### src/rtl/xor_parity_sched.sv
// xor_parity_sched: round-robin scheduler sharing one bit-serial XOR (parity)
// engine among NREQ requesters.
//   clk, rst_n      : rising-edge clock, asynchronous active-low reset
//   req[NREQ]       : per-requester request, held until done or abort
//   data[NREQ*W]    : flattened request words, requester i at [i*W +: W]
//   gnt[NREQ]       : one-hot grant, high while requester is served
//   busy            : high whenever the engine is not idle
//   done            : one-cycle completion pulse
//   done_id[IDW]    : ID of the last completed requester (held)
//   parity          : XOR of all bits of the last completed word (held)
`timescale 1ns/1ps

module xor_parity_sched #(
    parameter int unsigned NREQ = 4,
    parameter int unsigned W    = 8,
    parameter int unsigned IDW  = 2
) (
    input  logic              clk,
    input  logic              rst_n,
    input  logic [NREQ-1:0]   req,
    input  logic [NREQ*W-1:0] data,
    output logic [NREQ-1:0]   gnt,
    output logic              busy,
    output logic              done,
    output logic [IDW-1:0]    done_id,
    output logic              parity
);

    localparam int unsigned CNTW = (W > 1) ? $clog2(W) : 1;

    typedef enum logic [1:0] {
        ST_IDLE  = 2'd0,
        ST_SHIFT = 2'd1,
        ST_DONE  = 2'd2
    } state_t;

    state_t            r_state;
    logic [NREQ-1:0]   r_gnt;
    logic [IDW-1:0]    r_id;
    logic [W-1:0]      r_sreg;
    logic              r_acc;
    logic [CNTW-1:0]   r_cnt;
    logic [IDW-1:0]    r_rr_ptr;
    logic              r_parity;
    logic [IDW-1:0]    r_done_id;
    logic              r_busy;
    logic              r_done;

    state_t            w_state_nxt;
    logic [NREQ-1:0]   w_gnt_nxt;
    logic [IDW-1:0]    w_id_nxt;
    logic [W-1:0]      w_sreg_nxt;
    logic              w_acc_nxt;
    logic [CNTW-1:0]   w_cnt_nxt;
    logic [IDW-1:0]    w_rr_nxt;
    logic              w_parity_nxt;
    logic [IDW-1:0]    w_done_id_nxt;
    logic              w_busy_nxt;
    logic              w_done_nxt;

    logic              w_pick_vld;
    logic [IDW-1:0]    w_pick_id;
    logic [W-1:0]      w_pick_word;
    logic              w_held;
    logic [IDW-1:0]    w_rr_inc;

    // Round-robin pick: first set req at or after rr_ptr, wrapping modulo NREQ.
    always_comb begin
        int unsigned v_idx;
        v_idx       = 0;
        w_pick_vld  = 1'b0;
        w_pick_id   = '0;
        w_pick_word = '0;
        for (int unsigned k = 0; k < NREQ; k++) begin
            v_idx = (32'(r_rr_ptr) + k) % NREQ;
            if (!w_pick_vld && req[v_idx]) begin
                w_pick_vld  = 1'b1;
                w_pick_id   = IDW'(v_idx);
                w_pick_word = data[v_idx*W +: W];
            end
        end
    end

    // Granted requester still holding its request (low means abort).
    assign w_held   = |(req & r_gnt);
    assign w_rr_inc = (r_id == IDW'(NREQ - 1)) ? '0 : IDW'(r_id + 1'b1);

    // Next-state and datapath control.
    always_comb begin
        w_state_nxt   = r_state;
        w_gnt_nxt     = r_gnt;
        w_id_nxt      = r_id;
        w_sreg_nxt    = r_sreg;
        w_acc_nxt     = r_acc;
        w_cnt_nxt     = r_cnt;
        w_rr_nxt      = r_rr_ptr;
        w_parity_nxt  = r_parity;
        w_done_id_nxt = r_done_id;

        case (r_state)
            ST_IDLE: begin
                if (w_pick_vld) begin
                    w_state_nxt = ST_SHIFT;
                    w_gnt_nxt   = NREQ'(1) << w_pick_id;
                    w_id_nxt    = w_pick_id;
                    w_sreg_nxt  = w_pick_word;
                    w_acc_nxt   = 1'b0;
                    w_cnt_nxt   = '0;
                end
            end
            ST_SHIFT: begin
                if (!w_held) begin
                    // Abort: drop grant, keep previous result, move pointer past us.
                    w_state_nxt = ST_IDLE;
                    w_gnt_nxt   = '0;
                    w_rr_nxt    = w_rr_inc;
                end else begin
                    w_acc_nxt  = r_acc ^ r_sreg[0];
                    w_sreg_nxt = r_sreg >> 1;
                    w_cnt_nxt  = CNTW'(r_cnt + 1'b1);
                    if (r_cnt == CNTW'(W - 1)) begin
                        w_state_nxt   = ST_DONE;
                        w_parity_nxt  = r_acc ^ r_sreg[0];
                        w_done_id_nxt = r_id;
                    end
                end
            end
            ST_DONE: begin
                w_state_nxt = ST_IDLE;
                w_gnt_nxt   = '0;
                w_rr_nxt    = w_rr_inc;
            end
            default: begin
                w_state_nxt = ST_IDLE;
                w_gnt_nxt   = '0;
            end
        endcase

        w_busy_nxt = (w_state_nxt != ST_IDLE);
        w_done_nxt = (w_state_nxt == ST_DONE);
    end

    // State and output registers.
    always_ff @(posedge clk or negedge rst_n) begin
        if (!rst_n) begin
            r_state   <= ST_IDLE;
            r_gnt     <= '0;
            r_id      <= '0;
            r_sreg    <= '0;
            r_acc     <= 1'b0;
            r_cnt     <= '0;
            r_rr_ptr  <= '0;
            r_parity  <= 1'b0;
            r_done_id <= '0;
            r_busy    <= 1'b0;
            r_done    <= 1'b0;
        end else begin
            r_state   <= w_state_nxt;
            r_gnt     <= w_gnt_nxt;
            r_id      <= w_id_nxt;
            r_sreg    <= w_sreg_nxt;
            r_acc     <= w_acc_nxt;
            r_cnt     <= w_cnt_nxt;
            r_rr_ptr  <= w_rr_nxt;
            r_parity  <= w_parity_nxt;
            r_done_id <= w_done_id_nxt;
            r_busy    <= w_busy_nxt;
            r_done    <= w_done_nxt;
        end
    end

    assign gnt     = r_gnt;
    assign busy    = r_busy;
    assign done    = r_done;
    assign done_id = r_done_id;
    assign parity  = r_parity;

endmodule

### config.mk
export PLATFORM = sky130hd
export DESIGN_NAME = xor_parity_sched
export DESIGN_NICKNAME = d
export VERILOG_FILES = /design/src/rtl/xor_parity_sched.sv
export SDC_FILE = /design/constraint.sdc
export NUM_CORES = 1
export LEC_CHECK = 0
export CAP_MARGIN = 20
export CORE_MARGIN = 2
export CORE_UTILIZATION = 42
export CTS_CLUSTER_SIZE = 10
export DETAILED_ROUTE_END_ITERATION = 6
export PLACE_DENSITY = 0.69
export SYNTH_ARGS = -nofsm -noshare
export SYNTH_HDL_FRONTEND = slang
export SYNTH_SLANG_ARGS = --single-unit
### constraint.sdc
create_clock -name clk -period 1.8 [get_ports clk]
set_input_delay 0.36 -clock clk [delete_from_list [all_inputs] [get_ports clk]]
set_output_delay 0.36 -clock clk [all_outputs]
set_load 0.1 [all_outputs]
Word-level counts from Yosys, hierarchy flattened --
Index checks and enable logic that the tools add are counted. W data, S select, Z words.
Storage, ports and cells: input bits 38, flip-flop bits (word level) 27, output and inout bits 9, word-level logic and storage cells 90
Cells by class: shift operators 5, $add $sub $neg 5, muxes and demuxes 39, reduce and logical (&&, ||, !) cells 16, bitwise logic cells 2, equality and inequality tests 8, $lt $le $gt $ge 4
Operator list (count):
- $shiftx A32 B6 Y8 | 4
- $mux W8 | 6
- $mux W2 | 9
- $pmux W8 S2 | 1
- $lt A2 B3 Y1 const B | 4
- $mux W1 | 10
- $bmux W1 S2 | 4
- $mux W4 | 2
- $pmux W2 S2 | 2
- $pmux W4 S2 | 1
- $eq A2 B2 Y1 const B | 3
- $mux W3 | 2
- $ne A2 B2 Y1 const B | 3
- $pmux W3 S2 | 1
- $reduce_and A2 Y1 | 3
- $reduce_and A3 Y1 | 2
- $reduce_bool A2 Y1 | 3
- $add A2 B1 Y2 const B | 2
- $add A2 B2 Y2 const B | 2
- $and A4 B4 Y4 | 1
- $reduce_or A4 Y1 | 1
- $shl A1 B2 Y4 const A | 1
- $add A3 B1 Y3 const B | 1
- $eq A3 B3 Y1 const B | 1
- 6 further kinds | 10

Longest topological paths before layout --
depth in word-level cells 15, gate-level depth with buffers 8, gate-level depth less buffers 6

Least setup slack after synthesis --
Ideal clock, no wire load.
path kind register -> register, start point register r_gnt[2] (netlist: gnt[2]), end point register r_sreg[5], buffers on the path 1, setup slack -0.458 ns, required time 1.666 ns, clock period less this slack 2.258 ns, stages on the path, launching flop included 7, setup time 0.134 ns, arrival time 2.123 ns, path through dfrtp_1 -> a22oi_1 -> and2_4 -> a211o_2 -> buf_4 -> nor3_1 -> a211oi_2
On the way: cells in the longest elaborated chain, start to end 4
RTL lines:
- from (decl) | RTL line 38 | logic [NREQ-1:0] r_gnt;
- from (signal assigned) | RTL line 159 | r_gnt <= w_gnt_nxt;
- $and A4 B4 Y4 | RTL line 85 | assign w_held = |(req & r_gnt);
- $reduce_or A4 Y1 | RTL line 85
- $ne A2 B2 Y1 (no source line)
- $reduce_and A3 Y1 (no source line)
- to (signal assigned) | RTL line 161 | r_sreg <= w_sreg_nxt;
- to (decl) | RTL line 40 | logic [W-1:0] r_sreg;
No other way between the ends. A chain may end at the register's enable or synchronous reset.

Worst setup path after layout --
start point register r_rr_ptr[1], end point register r_sreg[5]
On the way: cells in the longest elaborated chain, start to end 14, elaborated cells on any way between the ends 33, those cells by class add/sub: 3; eq/ne: 1; shift: 4; mux: 18; reduce/logical: 7
RTL lines:
- from (decl) | RTL line 43 | logic [IDW-1:0] r_rr_ptr;
- from (signal assigned) | RTL line 164 | r_rr_ptr <= w_rr_nxt;
- branches (longest 14 deep; another with $add A2 B1 Y2)
Several ways; the timed one is not identified. The select of a mux whose other input is x is not followed.

==> impl_metrics.py <==
metrics = {
    "clock_network": {
        "cts-htree-levels": 1,
        "cts.clk_slew.worst_paths_ns": 0.09,
        "clk-insertion-delay-late_ns": 0.27,
        "cts_tree": "yes",
        "clkSinkCount": 27,
        "ctsHoldBuffers": 0,
        "cts_max_path_buffers": 2,
        "cts_root_buf": "clkbuf_8",
        "cts_made_buffers": 3,
    },
    "die": {
        "core_um2": 5921,
        "die_w_um": 82.07,
        "io_pins": 47,
        "start_util_pct": 43.24,
        "die_area_um2": 6735,
        "rows": 28,
        "dieHeight_um": 82.07,
    },
    "worst_setup_path": {
        "cp.arrival_ns": 1.98,
        "critPathKind": "flip-flop to flip-flop",
        "cp.required_ns": 1.96,
        "end_kind": "flip-flop",
        "crit_fanout": 15,
        "cp-start-kind": "flip-flop",
    },
    "detailed_routing": {
        "wl_per_cell_um": 17.12,
        "wl_um": 7515,
        "drc_errors": 0,
        "ant_nets": 0,
        "drt-vias-per-instance": 6.155,
        "vias": 2702,
        "detail_route.iter0.violations": 249,
        "first_pass_iters": 5,
    },
    "cells_and_area": {
        "final_common_cell": "buf_4",
        "final_cell_mix": "buf_4, nand2_1, clkdlybuf4s50_1",
        "nFillCells": 497,
        "layout-drive-gt1-share_pct": 34.89,
        "antenna_cells": 0,
        "area_delta_synth_final_pct": 42.96,
        "fin_nets": 406,
    },
    "min_path": {
        "hp-class": "input port to asynchronous set/reset pin",
    },
    "power": {
        "p_per_area_nw_per_um2": 1496,
        "ir_drop_mv": 0.7238,
        "leakage_nw": 1.543,
    },
    "sta": {
        "slew_violations": 0,
        "rsz0062_at_grt": "true",
        "worst_pin_slew_ns": 0.4040,
        "hold_violations": 0,
        "fmax_mhz": 547.7,
        "period_share_pct": 101.4,
        "setup_ws_ns": -0.02576,
        "clock_skew_ns": 0.004656,
        "setup-violations-final": 1,
        "period_needed_ns": 1.826,
        "relSlewSlack_pct": 73.06,
        "final.setup.tns_ns": -0.02576,
    },
    "logic_synthesis": {
        "synth_area_um2": 2560,
        "ys_seq_area_share_pct": 26.39,
        "ys_seq_elements": 27,
        "netlist_instances": 282,
        "avgSynthCellArea_um2": 9.078,
        "synthFlopType": "dfrtp_1",
        "ys_types": 61,
        "synth.net_count": 323,
        "synth_edf_count": 0,
        "yosysWarnings": 0,
        "postSynth.asyncResetShare_pct": 100.0,
    },
    "place": {
        "io_buffers": 46,
        "dp_slack_ns": -0.5235,
        "gp_congestion": 0.8594,
        "hpwl_um": 5557,
    },
    "job": {
        "cap_violations": 0,
    },
    "global_route": {
        "grt_pass1_wl_um": 11780,
        "overflow": 0,
        "grt_start_max_net_pins": 28,
        "grtUsageTotal_pct": 22.47,
        "antenna_found_initial": 0,
        "grt_pass1_vias": 2444,
    },
    "outcome": {
        "violations": "setup timing",
        "status": "finished, violations left",
    },
}
-- flip-flops by register name, summed over array words and instances, names as in the netlist --
register	flops
r_sreg	8
busy	1
r_state	2
gnt	4
r_cnt	3
r_rr_ptr	2
done	1
r_acc	1
done_id	2
r_id	2
parity	1
-- logic make-up after synthesis --
group                      Yosys count  share of synthesized area (%)
xor gates and xnor gates             1                         0.3422
muxes                               31                          13.39
buffers and inverters               33                          8.602
and+or+nand+nor                     94                          20.33
DFF                                 27                          26.39
adders and majority gates            3                          1.466
AOI/OAI and AO/OA                   93                          29.47
-- metrics by stage --
step                      hold WS [ns]  area [um2]  utilization (%)  std cells  power, mW
final                           0.4473        3660            61.81        439      5.477
after global routing            0.5011        3660            61.81        439      5.824
after CTS                       0.4489        3590            60.63        437      5.347
after detailed placement        0.4740        3445            58.18        426      4.829
after global placement          0.4600        3445            58.18        426      4.765
after floorplan                0.06441        2580                -        282      3.679
-- synth_stat cells (all sizes together), types with 3 or more instances --
master    n  area, um2
clkbuf    5      18.77
a21oi     6      30.03
nor2     13      53.80
nor3b     3      50.05
and2      4      30.03
o21ai    20      103.9
mux2i    23      230.2
mux2      6      67.56
nand3    15      75.07
nor2b     3      23.78
a22oi     7      77.57
ha        3      37.54
o22ai     6      37.54
dfrtp    27      675.7
nor3      7      45.04
buf      19      165.2
and3b     3      27.53
o2bb2ai   3      26.28
a22o      4      35.03
o211ai    8      70.06
a222oi   12      120.1
nand2    38      142.6
a31oi    13      81.33
inv       8      32.53
-- path summary, 6_finish.rpt --
| check | slack (ns) | cells after the start | from | end |
|---|---|---|---|---|
| max | -0.03 | 7 | r_rr_ptr[1]$_DFFE_PN0P_ | r_sreg[5]$_DFFE_PN0P_ |
| min | 0.45 | 2 | rst_n | parity$_DFFE_PN0P_ |
| max reg2reg | -0.03 | 7 | r_rr_ptr[1]$_DFFE_PN0P_ | r_sreg[5]$_DFFE_PN0P_ |
| min reg2reg | 0.48 | 1 | r_cnt[0]$_DFFE_PN0P_ | r_cnt[0]$_DFFE_PN0P_ |
| max in group asynchronous | 1.07 | 2 | rst_n | gnt[0]$_DFFE_PN0P_ |
| min in group clk | 0.48 | 1 | r_cnt[0]$_DFFE_PN0P_ | r_cnt[0]$_DFFE_PN0P_ |
-- cell type report --
type	instances	area (um2)	area share, %
inverter	9	38.79	1.060
tap	75	93.84	2.564
clock buffer	4	45.04	1.231
timing repair buffer	102	1042	28.48
multi-input combinational	222	1747	47.73
sequential	27	693.2	18.94
-- power by group --
| part | total (mW) | switching (mW) | internal [mW] |
|---|---|---|---|
| Combinational | 4.01 | 2.14 | 1.87 |
| Clock | 0.337 | 0.178 | 0.159 |
| Sequential | 1.13 | 0.254 | 0.880 |
-- worst max-delay path, stage by stage (launching register included) --
cell,delay (ns)
dfrtp_2,0.42
buf_12,0.16
buf_4,0.15
buf_4,0.13
mux2i_2,0.26
nor2_2,0.06
a2111oi_2,0.41
a211oi_2,0.12
-- layer usage --
| layer | track usage, % | vias up | part of all wire, % |
|---|---|---|---|
| met5 | 0 | - | 0 |
| li1 | - | 1256 | - |
| met3 | 1.758 | 13 | 6.8 |
| met4 | 7.167 | 0 | 1.8 |
| met1 | 30.83 | 1322 | 43 |
| met2 | 37.48 | 111 | 48 |
-- timing repair --
action / 4_1_cts / 5_1_grt
setup buffers: 7 / 2
setup endpoints to repair: 19 / 11
gates resized for setup: 18 / 16
pin swaps: 8 / 6
gates cloned: 0 / 0
Note: power is estimated with default switching activity, not from simulation.
